`src/rtl/addr_route_decode.sv`:
```
// addr_route_decode: classifies 27-bit fabric addresses into a destination class, id and offset,
// flags unmapped addresses, and forwards results through a registered 2-entry skid buffer.
// Address layout follows addr_t (test_pkg_c_rypkg); fields are sliced locally so this file
// stands alone.
// Optional build macro: ADDR_ROUTE_DECODE_ERR_LOG_EN adds a sticky capture of the first
// errored address (err_log_valid / err_log_addr).
module addr_route_decode #(
    parameter int unsigned TAG_W     = 8,
    parameter int unsigned ERR_DROP  = 0,
    parameter int unsigned ERR_CNT_W = 16
) (
    input  logic                 clk,
    input  logic                 rst_n,
    input  logic                 in_valid,
    output logic                 in_ready,
    input  logic [26:0]          in_addr,
    input  logic [TAG_W-1:0]     in_tag,
    output logic                 out_valid,
    input  logic                 out_ready,
    output logic [2:0]           out_class,
    output logic [9:0]           out_id,
    output logic [22:0]          out_offset,
    output logic [TAG_W-1:0]     out_tag,
    output logic                 err_pulse,
    output logic [ERR_CNT_W-1:0] err_cnt,
`ifdef ADDR_ROUTE_DECODE_ERR_LOG_EN
    output logic                 err_log_valid,
    output logic [26:0]          err_log_addr,
`endif
    input  logic                 err_cnt_clr
);

    localparam bit DropErr = (ERR_DROP != 0);
    localparam logic [ERR_CNT_W-1:0] CntOne = {{(ERR_CNT_W-1){1'b0}}, 1'b1};

    typedef struct packed {
        logic [2:0]       cls;
        logic [9:0]       id;
        logic [22:0]      offset;
        logic [TAG_W-1:0] tag;
    } entry_t;

    // Address fields
    logic       is_zap;
    logic       is_csr;
    logic [2:0] zap_rack_id;
    logic [2:0] zap_id;
    logic [3:0] zap_block_id;
    logic [2:0] nz_block_id;
    logic [2:0] rk_rack_id;
    logic [1:0] rk_block_id;
    logic [2:0] rk_inst;

    assign is_zap       = in_addr[26];
    assign is_csr       = in_addr[25];
    assign zap_rack_id  = in_addr[24:22];
    assign zap_id       = in_addr[21:19];
    assign zap_block_id = in_addr[18:15];
    assign nz_block_id  = in_addr[25:23];
    assign rk_rack_id   = in_addr[22:20];
    assign rk_block_id  = in_addr[19:18];
    assign rk_inst      = in_addr[17:15];

    logic   dec_err;
    entry_t dec_entry;

    // Combinational decode of the incoming address
    always_comb begin
        dec_err          = 1'b0;
        dec_entry.cls    = 3'd0;
        dec_entry.id     = 10'd0;
        dec_entry.offset = 23'd0;
        dec_entry.tag    = in_tag;
        if (is_zap) begin
            if (!is_csr) begin
                dec_entry.cls    = 3'd0;
                dec_entry.id     = {4'b0, zap_rack_id, zap_id};
                dec_entry.offset = {4'b0, in_addr[18:0]};
            end else if (zap_block_id >= 4'd1 && zap_block_id <= 4'd12) begin
                dec_entry.cls    = 3'd1;
                dec_entry.id     = {zap_rack_id, zap_id, zap_block_id};
                dec_entry.offset = {8'b0, in_addr[14:0]};
            end else begin
                dec_err = 1'b1;
            end
        end else if (nz_block_id == 3'd3) begin
            dec_err = 1'b1;
        end else if (nz_block_id == 3'd6) begin
            // Rack block 3 is unmapped; ICE has a single instance
            if (rk_block_id == 2'd3 || (rk_block_id == 2'd0 && rk_inst != 3'd0)) begin
                dec_err = 1'b1;
            end else begin
                dec_entry.cls    = 3'd3;
                dec_entry.id     = {2'b0, rk_rack_id, rk_block_id, rk_inst};
                dec_entry.offset = {8'b0, in_addr[14:0]};
            end
        end else begin
            dec_entry.cls    = 3'd2;
            dec_entry.id     = {7'b0, nz_block_id};
            dec_entry.offset = in_addr[22:0];
        end
        if (dec_err) begin
            dec_entry.cls    = 3'd7;
            dec_entry.id     = 10'd0;
            dec_entry.offset = in_addr[22:0];
        end
    end

    // Skid buffer: head drives the outputs, skid holds the overflow entry
    logic   head_valid_q, head_valid_d;
    logic   skid_valid_q, skid_valid_d;
    entry_t head_q, head_d;
    entry_t skid_q, skid_d;
    logic   accept;
    logic   push;
    logic   pop;

    assign in_ready = ~skid_valid_q;
    assign accept   = in_valid & in_ready;
    assign push     = accept & ~(DropErr & dec_err);
    assign pop      = head_valid_q & out_ready;

    // Next-state for the buffer, preserving order on simultaneous push and pop
    always_comb begin
        head_valid_d = head_valid_q;
        head_d       = head_q;
        skid_valid_d = skid_valid_q;
        skid_d       = skid_q;
        if (pop) begin
            if (skid_valid_q) begin
                head_d       = skid_q;
                skid_valid_d = push;
                if (push) skid_d = dec_entry;
            end else begin
                head_valid_d = push;
                if (push) head_d = dec_entry;
            end
        end else if (push) begin
            if (!head_valid_q) begin
                head_valid_d = 1'b1;
                head_d       = dec_entry;
            end else begin
                skid_valid_d = 1'b1;
                skid_d       = dec_entry;
            end
        end
    end

    // Buffer state registers
    always_ff @(posedge clk or negedge rst_n) begin
        if (!rst_n) begin
            head_valid_q <= 1'b0;
            skid_valid_q <= 1'b0;
            head_q       <= '0;
            skid_q       <= '0;
        end else begin
            head_valid_q <= head_valid_d;
            skid_valid_q <= skid_valid_d;
            head_q       <= head_d;
            skid_q       <= skid_d;
        end
    end

    assign out_valid  = head_valid_q;
    assign out_class  = head_q.cls;
    assign out_id     = head_q.id;
    assign out_offset = head_q.offset;
    assign out_tag    = head_q.tag;

    logic                 err_pulse_q;
    logic [ERR_CNT_W-1:0] err_cnt_q;

    // Error pulse and saturating counter; clear beats a same-cycle increment
    always_ff @(posedge clk or negedge rst_n) begin
        if (!rst_n) begin
            err_pulse_q <= 1'b0;
            err_cnt_q   <= '0;
        end else begin
            err_pulse_q <= accept & dec_err;
            if (err_cnt_clr) begin
                err_cnt_q <= '0;
            end else if (err_pulse_q && !(&err_cnt_q)) begin
                err_cnt_q <= err_cnt_q + CntOne;
            end
        end
    end

    assign err_pulse = err_pulse_q;
    assign err_cnt   = err_cnt_q;

`ifdef ADDR_ROUTE_DECODE_ERR_LOG_EN
    logic        log_valid_q;
    logic [26:0] log_addr_q;

    // Sticky capture of the first errored address since reset or clear
    always_ff @(posedge clk or negedge rst_n) begin
        if (!rst_n) begin
            log_valid_q <= 1'b0;
            log_addr_q  <= '0;
        end else if (err_cnt_clr) begin
            log_valid_q <= 1'b0;
        end else if (accept && dec_err && !log_valid_q) begin
            log_valid_q <= 1'b1;
            log_addr_q  <= in_addr;
        end
    end

    assign err_log_valid = log_valid_q;
    assign err_log_addr  = log_addr_q;
`else
    // Error log not built
`endif

endmodule

```
`config.mk`:
```
export PLATFORM = sky130hd
export DESIGN_NAME = addr_route_decode
export DESIGN_NICKNAME = d
export VERILOG_FILES = /design/src/rtl/addr_route_decode.sv
export SDC_FILE = /design/constraint.sdc
export NUM_CORES = 1
export LEC_CHECK = 0
export ABC_AREA = 0
export CAP_MARGIN = 0
export CORE_ASPECT_RATIO = 1.25
export CORE_MARGIN = 2
export CORE_UTILIZATION = 43
export CTS_BUF_LIST = sky130_fd_sc_hd__clkbuf_16
export CTS_CLUSTER_DIAMETER = 200
export CTS_CLUSTER_SIZE = 30
export DETAILED_ROUTE_END_ITERATION = 7
export PLACE_DENSITY = 0.66
export SYNTH_ARGS = -nofsm -noshare
export SYNTH_HDL_FRONTEND = slang
export SYNTH_SLANG_ARGS = --single-unit
```
`constraint.sdc`:
```
create_clock -name clk -period 3 [get_ports clk]
set_input_delay 0.45 -clock clk [delete_from_list [all_inputs] [get_ports clk]]
set_output_delay 0.45 -clock clk [all_outputs]
set_load 0.01 [all_outputs]
```
# After elaboration in Yosys (flattened, before gate mapping)
# Cells that the tools add are included.
[totals] reg_bits=107 latchBits=0 ram_bits=0 mem_bits_ro=0 input_bits=40 output_inout_bits=63 elab_cells=72 mem_count=0
[classes] addsub=1 n_mul=0 div=0 order_cmp=2 n_eq_ne=6 shifts=0 mux=31 bitwise=4 reduce_logical=16
[ops] op="44-bit 2-to-1 mux" count=9
[ops] op="36-bit 2-to-1 mux" count=5
[ops] op="35-bit 2-to-1 mux" count=1
[ops] op="34-bit 2-to-1 mux" count=1
[ops] op="16-bit 2-to-1 mux" count=2
[ops] op="16-bit by 1-bit adder with 16-bit output (second input constant)" count=1
[ops] op="16-bit AND reduction" count=1
[ops] op="1-bit 2-to-1 mux" count=13
[ops] op="2-bit nonzero test" count=4
[ops] op="3-bit AND reduction" count=2
[ops] op="4-bit by 1-bit greater-or-equal comparator with 1-bit output (second input constant)" count=1
[ops] op="4-bit less-or-equal comparator (second input constant)" count=1
[ops] op="2-bit inequality test (second input constant)" count=2
[ops] op="2-bit AND reduction" count=2
[ops] op="1-bit AND" count=3
[ops] op="3-bit by 2-bit equality test with 1-bit output (second input constant)" count=1
[ops] op="3-bit equality test (second input constant)" count=1
[ops] op="1-bit logical AND" count=3
[ops] op="3-bit nonzero test" count=1
[ops] op="2-bit equality test (second input constant)" count=1
[ops] op="2-bit zero test" count=1
[ops] op="2-bit by 1-bit inequality test with 1-bit output (second input constant)" count=1
[ops] op="1-bit zero test" count=1
[ops] op="1-bit logical OR" count=1
[ops] op="1-bit NOT" count=1

# Longest topological paths before layout
[logic_depth] depth_word=11 mapped_depth=6 depth_no_buf=5

# Worst setup path before layout
# OpenSTA, ideal clock, no wires.
[synth_timing] path_type="input to register" startpoint="input in_addr[18]" endpoint="register head_q, in the netlist out_offset[19]" setup_time_ns=0.120 arrival_ns=1.544 required_ns=2.880 setup_slack_ns=1.336 path_stages=5 n_path_buf=1 cell_sequence="buf_6 nor4_4 o21ba_2 a21oi_1 a31o_2"
[synth_via] elab_chain_cells=11 elab_cells_between_ends=19 cone_classes="2 x order compare; 1 x eq/ne; 12 x mux; 4 x reduce/logical"
[synth_lines] item="from (decl)" line_no="16" text="input logic [26:0] in_addr,"
[synth_lines] item="parallel branches: the longest is 6 deep, another holds 4-bit by 1-bit greater-or-equal comparator with 1-bit output"
[synth_lines] item="1-bit 2-to-1 mux (*)" line_no="74" text="if (is_zap) begin"
[synth_lines] item="36-bit 2-to-1 mux (*)" line_no="102" text="if (dec_err) begin"
[synth_lines] item="44-bit 2-to-1 mux, on equally long branches" line_no="139, 136"
[synth_lines] item="44-bit 2-to-1 mux, on equally long branches" line_no="138, 130"
[synth_lines] item="44-bit 2-to-1 mux (*)" line_no="129" text="if (pop) begin"
[synth_lines] item="to (signal assigned)" line_no="154" text="head_q <= '0;"
[synth_lines] item="to (signal assigned)" line_no="159" text="head_q <= head_d;"
[synth_lines] item="to (decl)" line_no="112" text="entry_t head_q, head_d;"
# Mark *: on every way between the ends. The select of a mux whose other input is x is not followed.
# A chain may end at the register's enable or synchronous reset.

# Worst setup path after layout
[layout_timing] startpoint="input in_addr[18]" endpoint="register skid_q[32] (netlist bit)"
[layout_via] elab_chain_cells=11 elab_cells_between_ends=25 cone_classes="2 x order compare; 1 x eq/ne; 18 x mux; 4 x reduce/logical"
[layout_lines] item="parallel branches: the longest is 7 deep, another holds 4-bit by 1-bit greater-or-equal comparator with 1-bit output"
[layout_lines] item="36-bit 2-to-1 mux (*)" line_no="102"
[layout_lines] item="44-bit 2-to-1 mux, on equally long branches" line_no="139, 133"
[layout_lines] item="44-bit 2-to-1 mux, on equally long branches" line_no="138, 130"
[layout_lines] item="44-bit 2-to-1 mux (*)" line_no="129"
[layout_lines] item="to (signal assigned)" line_no="160" text="skid_q <= skid_d;"
[layout_lines] item="to (decl)" line_no="113" text="entry_t skid_q, skid_d;"
# Marked as above.

==> run metrics <==
Residual DRC 0; Die Wd 100.2 microns; Slew Limit Fails 0; Worst-Skew Late Latency 340 ps; design area 6439 sq um; syn avg cell area 9.169 sq um; CTS tree built; Synth area leader dfrtp_1; min-delay worst type input port to async pin; Clock Root Buffer clkbuf_16; Final ANT Viol Nets 0; endpoint type of the worst setup path register; setup TNS 0 ps; largest net degree at the start of global routing 58; Netlist cell types 56; minimum clock period 2126 ps; WL per Instance 16.56 microns; initial cell density of the core 44.49%; DRC marker count from the first detailed-route iteration 283; Hold Vio Cnt, Final 0; H-tree levels 3; Worst Slack Setup Final 873.7 ps; vias per cell 5.614; EDFF count, synth 0; Sink Count 107; worst slew pin tran 713.0 ps; hpwl dp 8882 microns; PD cells 893.8 nW/um^2; Worst EP arrival 2330 ps; Place WS 561.2 ps; Yosys top cell area share 53.78%; nets@finish 675; DRT Wirelength 12820 microns; total grt overflow 0; CTS buffer count 9; # rows 43; relative slew slack 52.32%; Peak supply drop 0.4636 mV; n_diodes 0; Placed Area 6130 sq um; crit path kind input port to register; # Max-Cap Violations 0; Syn Inst Count 543; IO Port Bufs 102; routed vias 4345; Syn Nets 584; crit path max fanout 10; Core ar. 11190 sq um; startpoint types input port; predominant post-synthesis flop cell dfrtp_1; register area share after synthesis 53.78%; initial antenna violation count 0; Die Ht 124.3 microns; # fillers 1035; synth top area cells dfrtp_1 (54%), nand2_1 (11%), a31oi_1 (4.6%); GRT Total Usage 21.14%; clk slew on worst S/H paths 70 ps; Bufs on Longest Clock Path 2; Cell Area, Synth 4979 sq um; outcome complete, no violations; die area 12460 sq um; multi-input logic area 2151 sq um; # setup viols final 0; Post-CTS Hold Buffers 0; Reg area 2678 sq um; Area Growth Syn to Fin 29.33%; P_leak 2.761 nW; Post-synth ARST share 100.0%; post-CTS sizing 0; vias in the first global route 4239; proportion of layout cells with a drive suffix above 1 7.199%; IO Pins 103; most frequent cell after synthesis nand2_1; count of state elements after synthesis 107; setup repair after global routing missed its margin false; length of the first detailed-routing pass in iterations 5; global-route wire length before repair 21250 microns; Req. time, crit path 3200 ps; Yosys warning count 0; fin crit share 70.88%; post-CTS setup buffers 0; GPL Wtd Cong 0.9062; Synth top cells by count nand2_1 (140), dfrtp_1 (107), nor2_1 (42); clock skew 5.436 ps; Max Freq 470.3 MHz
-- through the flow --
stage	util [%]	std cells	hold slack, ps	total power, mW
floorplan	-	543	154.4	3.485
global placement	54.77	758	457.3	4.507
CTS	57.54	774	163.8	5.820
detailed placement	54.77	758	462.6	4.558
finish	57.54	774	145.0	5.755
global route	57.54	774	199.4	6.152
-- cell type report --
| cell class | instances | share of cell area (%) |
|---|---|---|
| inverters | 7 | 0.4081 |
| clock buffers | 9 | 3.498 |
| repair buffers | 112 | 17.18 |
| multi-input cells | 397 | 33.40 |
| well taps | 135 | 2.623 |
| clock inverters | 7 | 1.302 |
| flip-flops and latches | 107 | 41.59 |
-- layout by cell type, fill, tap and decap left out, types with 2 or more instances in the layout --
cell             instances
nand2_1                140
dfrtp_1                107
clkdlybuf4s50_1        101
nor2_1                  42
a31oi_1                 37
o21ai_0                 32
a21oi_1                 26
nand3_1                 13
buf_4                   10
clkbuf_16                9
inv_1                    8
nor2b_1                  8
nor3_1                   8
a22oi_1                  8
a22o_1                   8
o31ai_1                  6
or4_1                    5
o22ai_1                  5
nand2b_1                 4
and3_1                   4
a31o_2                   4
o211ai_1                 3
nor4_4                   2
nand4_1                  2
or3_2                    2
nand2_2                  2
o21bai_1                 2
a211oi_2                 2
nor3b_1                  2
a311o_1                  2
or3_1                    2
bufinv_16                2
clkinv_1                 2
-- sequential cells by signal, indices dropped and copies added, names as in the netlist --
signal	cells
err_cnt	16
err_pulse	1
out_class	3
out_id	10
out_offset	23
out_tag	8
out_valid	1
skid_q	44
skid_valid_q	1
-- cell families (layout without fill, tap and decap cells) --
family / after synthesis / count (layout) / share of synthesized area, %
AND/OR/NAND/NOR: 247 / 247 / 23.05
AO/OA/AOI/OAI: 146 / 146 / 18.85
flip-flops: 107 / 107 / 53.78
buffers and inverters: 39 / 135 / 3.468
multiplexers: 2 / 2 / 0.4272
adder cells (fa/ha/maj): 1 / 1 / 0.2513
XOR/XNOR: 1 / 1 / 0.1760
-- power breakdown --
| part | switching (mW) | total, mW | leakage [nW] | internal [mW] |
|---|---|---|---|---|
| sequential | 0.353 | 2.38 | 1.33 | 2.03 |
| clock | 0.508 | 1.23 | 0.152 | 0.722 |
| combinational | 1.10 | 2.14 | 1.28 | 1.05 |
-- worst max-delay path, stage by stage --
cell and delay [ps]:
clkdlybuf4s50_1 590, nor4_4 540, nor3_2 200, o21ai_0 390, a31oi_1 160
-- per-layer routing --
| layer | global-route usage [%] | routed length (microns) | up-vias |
|---|---|---|---|
| li1 | - | - | 2097 |
| met1 | 27.90 | 5540 | 2130 |
| met2 | 35.22 | 6535 | 112 |
| met3 | 4.377 | 641 | 6 |
| met4 | 5.721 | 103 | 0 |
| met5 | 0 | 0 | - |
-- final timing paths --
check | from | endpoint | slack, ps | depth (start not counted)
worst max-delay path | in_addr[18] | skid_q[32] | 870 | 5
worst min-delay path | rst_n | err_cnt[4] | 150 | 1
worst max register to register | out_valid | skid_q[40] | 1100 | 4
worst min register to register | skid_q[9] | skid_q[9] | 480 | 2
max in group asynchronous | rst_n | out_offset[4] | 2120 | 2
min in group clk | skid_q[9] | skid_q[9] | 480 | 2
No activity file was read; power rests on OpenSTA's default activity.
